[src/rtl/control_unit_if.sv]
// control_unit_if: executor redirect, pipeline flush, fetch request and fault signals of the control unit
interface control_unit_if;
    logic        set_pc;
    logic [31:0] new_pc;
    logic        flush;
    logic        fetch_valid;
    logic [31:0] fetch_addr;
    logic        fetch_ready;
    logic        fault;
    logic [31:0] fault_pc;
    modport master (
        input  set_pc, new_pc, fetch_ready,
        output flush, fetch_valid, fetch_addr, fault, fault_pc
    );
    modport slave (
        output set_pc, new_pc, fetch_ready,
        input  flush, fetch_valid, fetch_addr, fault, fault_pc
    );
endinterface

[src/rtl/control_unit.sv]
// control_unit: owns the fetch PC, sequences redirect flushes and traps misaligned redirect targets
module control_unit #(
    parameter logic [31:0] RESET_PC     = 32'h0000_0000,
    parameter int unsigned FLUSH_CYCLES = 2
) (
    input  logic           clock,
    input  logic           reset,
    control_unit_if.master cu
);
    typedef enum logic [1:0] {RUN_WAIT, RUN, FLUSH, FAULT} state_t;
    localparam logic [3:0] FLUSH_LAST = 4'(FLUSH_CYCLES - 1);
    state_t      r_state, w_state;
    logic [31:0] r_pc, w_pc, r_fetch_addr, w_fetch_addr, r_fault_pc, w_fault_pc;
    logic        r_flush, w_flush, r_fetch_valid, w_fetch_valid, r_fault, w_fault;
    logic [3:0]  r_cnt, w_cnt;
    logic [31:0] w_target;
    logic        w_redirect;
    assign w_target   = {cu.new_pc[31:1], 1'b0};
    assign w_redirect = cu.set_pc && (r_state == RUN_WAIT || r_state == RUN);
    always_comb begin
        w_state       = r_state;
        w_pc          = r_pc;
        w_fetch_addr  = r_fetch_addr;
        w_fault_pc    = r_fault_pc;
        w_flush       = r_flush;
        w_fetch_valid = r_fetch_valid;
        w_fault       = r_fault;
        w_cnt         = r_cnt;
        // a redirect swallows any same-cycle handshake without advancing pc
        if (w_redirect) begin
            w_flush       = 1'b1;
            w_fetch_valid = 1'b0;
            if (w_target[1]) begin
                w_state    = FAULT;
                w_fault    = 1'b1;
                w_fault_pc = w_target;
            end else begin
                w_state = FLUSH;
                w_pc    = w_target;
                w_cnt   = FLUSH_LAST;
            end
        end else begin
            case (r_state)
                RUN_WAIT: begin
                    w_state       = RUN;
                    w_fetch_valid = 1'b1;
                    w_fetch_addr  = r_pc;
                end
                RUN: begin
                    if (r_fetch_valid && cu.fetch_ready) begin
                        w_pc         = r_pc + 32'd4;
                        w_fetch_addr = r_pc + 32'd4;
                    end
                end
                FLUSH: begin
                    if (r_cnt == 4'd0) begin
                        w_state = RUN_WAIT;
                        w_flush = 1'b0;
                    end else begin
                        w_cnt = r_cnt - 4'd1;
                    end
                end
                default: ;
            endcase
        end
    end
    always_ff @(posedge clock) begin
        if (reset) begin
            r_state       <= RUN_WAIT;
            r_pc          <= RESET_PC;
            r_fetch_addr  <= RESET_PC;
            r_fault_pc    <= 32'd0;
            r_flush       <= 1'b0;
            r_fetch_valid <= 1'b0;
            r_fault       <= 1'b0;
            r_cnt         <= 4'd0;
        end else begin
            r_state       <= w_state;
            r_pc          <= w_pc;
            r_fetch_addr  <= w_fetch_addr;
            r_fault_pc    <= w_fault_pc;
            r_flush       <= w_flush;
            r_fetch_valid <= w_fetch_valid;
            r_fault       <= w_fault;
            r_cnt         <= w_cnt;
        end
    end
    assign cu.flush       = r_flush;
    assign cu.fetch_valid = r_fetch_valid;
    assign cu.fetch_addr  = r_fetch_addr;
    assign cu.fault       = r_fault;
    assign cu.fault_pc    = r_fault_pc;
endmodule

[src/flat_wrapper.sv]
// flat-port wrapper written by rule: the top's interface ports become plain ports
module control_unit_flat 
#(
    parameter logic [31:0] RESET_PC     = 32'h0000_0000,
    parameter int unsigned FLUSH_CYCLES = 2
)
  (clock, reset, cu_set_pc, cu_new_pc, cu_fetch_ready, cu_flush, cu_fetch_valid, cu_fetch_addr, cu_fault, cu_fault_pc);
  control_unit_if cu_i ();
  input  logic clock;
  input  logic reset;
  input wire logic [$bits(cu_i.set_pc)-1:0] cu_set_pc;
  input wire logic [$bits(cu_i.new_pc)-1:0] cu_new_pc;
  input wire logic [$bits(cu_i.fetch_ready)-1:0] cu_fetch_ready;
  output wire logic [$bits(cu_i.flush)-1:0] cu_flush;
  output wire logic [$bits(cu_i.fetch_valid)-1:0] cu_fetch_valid;
  output wire logic [$bits(cu_i.fetch_addr)-1:0] cu_fetch_addr;
  output wire logic [$bits(cu_i.fault)-1:0] cu_fault;
  output wire logic [$bits(cu_i.fault_pc)-1:0] cu_fault_pc;
  assign cu_i.set_pc = cu_set_pc;
  assign cu_i.new_pc = cu_new_pc;
  assign cu_i.fetch_ready = cu_fetch_ready;
  assign cu_flush = cu_i.flush;
  assign cu_fetch_valid = cu_i.fetch_valid;
  assign cu_fetch_addr = cu_i.fetch_addr;
  assign cu_fault = cu_i.fault;
  assign cu_fault_pc = cu_i.fault_pc;
  control_unit #(.RESET_PC(RESET_PC), .FLUSH_CYCLES(FLUSH_CYCLES)) u_core (.clock(clock), .reset(reset), .cu(cu_i));
endmodule
[config.mk]
export PLATFORM = sky130hd
export DESIGN_NAME = control_unit_flat
export DESIGN_NICKNAME = d
export VERILOG_FILES = /design/src/rtl/control_unit_if.sv /design/src/rtl/control_unit.sv /design/src/flat_wrapper.sv
export SDC_FILE = /design/constraint.sdc
export NUM_CORES = 1
export LEC_CHECK = 0
export ABC_CLOCK_PERIOD_IN_PS = 1800
export CORE_UTILIZATION = 31
export DETAILED_ROUTE_END_ITERATION = 12
export PLACE_DENSITY_LB_ADDON = 0.12
export SYNTH_ARGS = -nofsm -noshare
export SYNTH_HDL_FRONTEND = slang
export SYNTH_SLANG_ARGS = --single-unit
[constraint.sdc]
create_clock -name clock -period 1.8 [get_ports clock]
set_input_delay 0.45 -clock clock [delete_from_list [all_inputs] [get_ports clock]]
set_output_delay 0.45 -clock clock [all_outputs]
set_load 0.05 [all_outputs]
==> flow_summary.json <==
{
  "status": "finished with violations",
  "violations": "negative setup slack",
  "synth_top_cells_by_count": "108 x nand2_1, 99 x dfxtp_1, 67 x nor2_1",
  "cp_data_arrival_time_ns": 2.19,
  "yosysTopAreaCell": "dfxtp_1",
  "cp-start-kind": "flop",
  "ys.flop_type": "dfxtp_1",
  "worstSetupPathType": "reg2reg",
  "setup_viol": 17,
  "start_util": 0.318,
  "synthCells": 649,
  "power_leakage_nw": 3.20,
  "htreeDepth": 3,
  "fp.dieH_um": 129,
  "synth.avg_cell_area_um2": 7.74,
  "num_antenna_cells": 0,
  "synth_area_leaders": "dfxtp_1 39%, nand2_1 8.1%, a21oi_1 5.6%",
  "fin_tns_setup_ns": -0.680,
  "yosysSeqAreaShare": 0.394,
  "required_ns": 2.09,
  "grt_max_degree": 44,
  "grt_remaining_overflow": 0,
  "drtIter0Drc": 280,
  "via_per_inst": 5.08,
  "finalWorstSetupSlack_ns": -0.0946,
  "tritoncts": "yes",
  "synth_edf_count": 0,
  "hold_viol": 0,
  "drc": 0,
  "stdcell_count": 1079,
  "worstSkewPairLatency_ns": 0.35,
  "ir_drop_mv": 0.451,
  "fin_hold_ws_ns": 0.443,
  "fin_nets": 897,
  "grt_pass1_vias": 5275,
  "synth-seq-cells": 99,
  "rsz0062_at_grt": "yes",
  "synth.distinct_cells": 60,
  "grt_pass1_wl_um": 27300,
  "skew_ns": 0.00532,
  "cts_sinks": 99,
  "grt_antenna_before_repair": 0,
  "ant_nets": 0,
  "yosysWarnings": 0,
  "rows": 46,
  "drt-total-wl_um": 17500,
  "globalplace.congestion": 0.862,
  "min_period_over_period": 1.05,
  "portBuffers": 98,
  "period_minus_slack_ns": 1.89,
  "cts_root_buf": "clkbuf_16",
  "syn_area_um2": 5030,
  "crit_fanout": 5,
  "drv_slew": 0,
  "yosysTopAreaCellShare": 0.394,
  "endpoint_kind": "flop",
  "fmax_mhz": 528,
  "wire_per_inst_um": 16.2,
  "core_area_um2": 15800,
  "yosysMostFrequentCell": "nand2_1",
  "clk_path_buf_depth": 2,
  "die_x_um": 129,
  "hp-class": "in2reg",
  "vias": 5480,
  "r2r_slack_ns": -0.09,
  "power_w": 0.00600,
  "clk_pin_slew_ns": 0.07,
  "drt-pass1-iter-count": 4,
  "post_route_cells_drive_above_1_share": 0.355,
  "post-route-util": 0.499,
  "p_per_area_nw_per_um2": 760,
  "area_delta_synth_final_pct": 57.1,
  "die_area_um2": 16700,
  "grt_use_total": 0.212,
  "dp_hpwl_um": 12700,
  "maxCapViolCount": 0,
  "dp_cells": 1038,
  "async_flop_share": 0,
  "cts_buffers": 9,
  "io_pins": 103
}
-- routing by layer --
metal | global-route usage | share of wire
met2 | 0.307 | 0.42
met3 | 0.0425 | 0.060
met5 | 0 | 0
met1 | 0.306 | 0.50
met4 | 0.0796 | 0.016
-- placed cells by master, fill, tap and decap left out, types with 4 or more instances in the layout --
| master | Yosys | layout |
|---|---|---|
| nand3_1 | 26 | 17 |
| clkbuf_16 | 0 | 9 |
| buf_12 | 0 | 8 |
| nand4_1 | 13 | 13 |
| nand3_2 | 0 | 4 |
| clkdlybuf4s50_1 | 0 | 32 |
| o32ai_1 | 5 | 5 |
| and4_1 | 7 | 7 |
| o21ai_0 | 20 | 14 |
| a311oi_1 | 8 | 6 |
| xor2_1 | 8 | 6 |
| dfxtp_1 | 99 | 83 |
| or3_1 | 9 | 9 |
| a22oi_1 | 7 | 6 |
| buf_4 | 4 | 201 |
| nor4_4 | 1 | 5 |
| nand3_4 | 0 | 5 |
| o21ai_1 | 1 | 4 |
| buf_6 | 0 | 10 |
| nor3_1 | 19 | 14 |
| xnor2_1 | 13 | 12 |
| dfxtp_2 | 0 | 13 |
| a31oi_1 | 8 | 8 |
| nand2_1 | 108 | 107 |
| a21oi_1 | 56 | 55 |
| mux2i_1 | 4 | 4 |
| and2_1 | 8 | 7 |
| nor2_1 | 67 | 67 |
| a211oi_1 | 19 | 17 |
| inv_1 | 9 | 9 |
| a21o_1 | 7 | 7 |
-- worst max-delay path: stages, from the launching register on --
cell and delay [ns]:
dfxtp_4 0.38, nand4_4 0.15, or4_4 0.55, nor4_4 0.23, buf_4 0.18, mux2_4 0.29
o21ai_2 0.05
-- through the flow --
step | worst slack [ns] | area, um^2
after floorplan | -0.0501 | 5100
after global placement | -0.442 | 6990
after detailed placement | -0.450 | 6990
after CTS | -0.204 | 7510
after global routing | -0.169 | 7890
final | -0.0946 | 7890
-- area by class of cell --
type / instances / area [um^2]
well taps: 216 / 270
multi-input cells: 485 / 3150
fillers: 1517 / 7930
inverters: 10 / 37.5
clock inverters: 1 / 30.0
flip-flops and latches: 99 / 2010
repair buffers: 253 / 2120
clock buffers: 15 / 278
-- final timing paths --
kind	start	endpoint	depth (start not counted)
min	reset	u_core.cu.flush	2
max	u_core.r_pc[7]	u_core.r_pc[31]	6
max reg2reg	u_core.r_pc[7]	u_core.r_pc[31]	6
min reg2reg	u_core.cu.fault_pc[19]	u_core.cu.fault_pc[19]	2
-- cell families (layout without fill, tap and decap cells) --
| kind of cell | after synthesis | after routing | share of synthesized area |
|---|---|---|---|
| xor gates and xnor gates | 21 | 21 | 0.0366 |
| adders and majority gates | 3 | 3 | 0.00747 |
| muxes | 5 | 5 | 0.0102 |
| buffers and inverters | 67 | 279 | 0.0550 |
| other | 1 | 3 | 0.000746 |
| AOI/OAI and AO/OA | 162 | 162 | 0.211 |
| DFF | 99 | 99 | 0.394 |
| and+or+nand+nor | 291 | 291 | 0.285 |
-- registers in the layout, summed over array words and instances (netlist names) --
register               count
u_core.cu.fault_pc        31
u_core.cu.fetch_addr      30
u_core.cu.fetch_valid      1
u_core.cu.flush            1
u_core.r_cnt               4
u_core.r_pc               30
u_core.r_state             2
-- report_power, final --
group          leakage (nW)  total (W)  switching [W]  internal, W
registers             0.817    0.00244       0.000106      0.00233
clock network         0.150    0.00205       0.000854      0.00120
logic                  2.23    0.00151       0.000916     0.000596
total                  3.20    0.00600        0.00188      0.00412
-- timing repair --
item / CTS / global route
buffers inserted: 13 / 15
endpoints found under the setup margin: 47 / 44
pin swaps: 15 / 33
hold buffers: 0 / 0
resized for setup: 40 / 55
cloned: 0 / 0
Power figures use the tool's default switching activity.
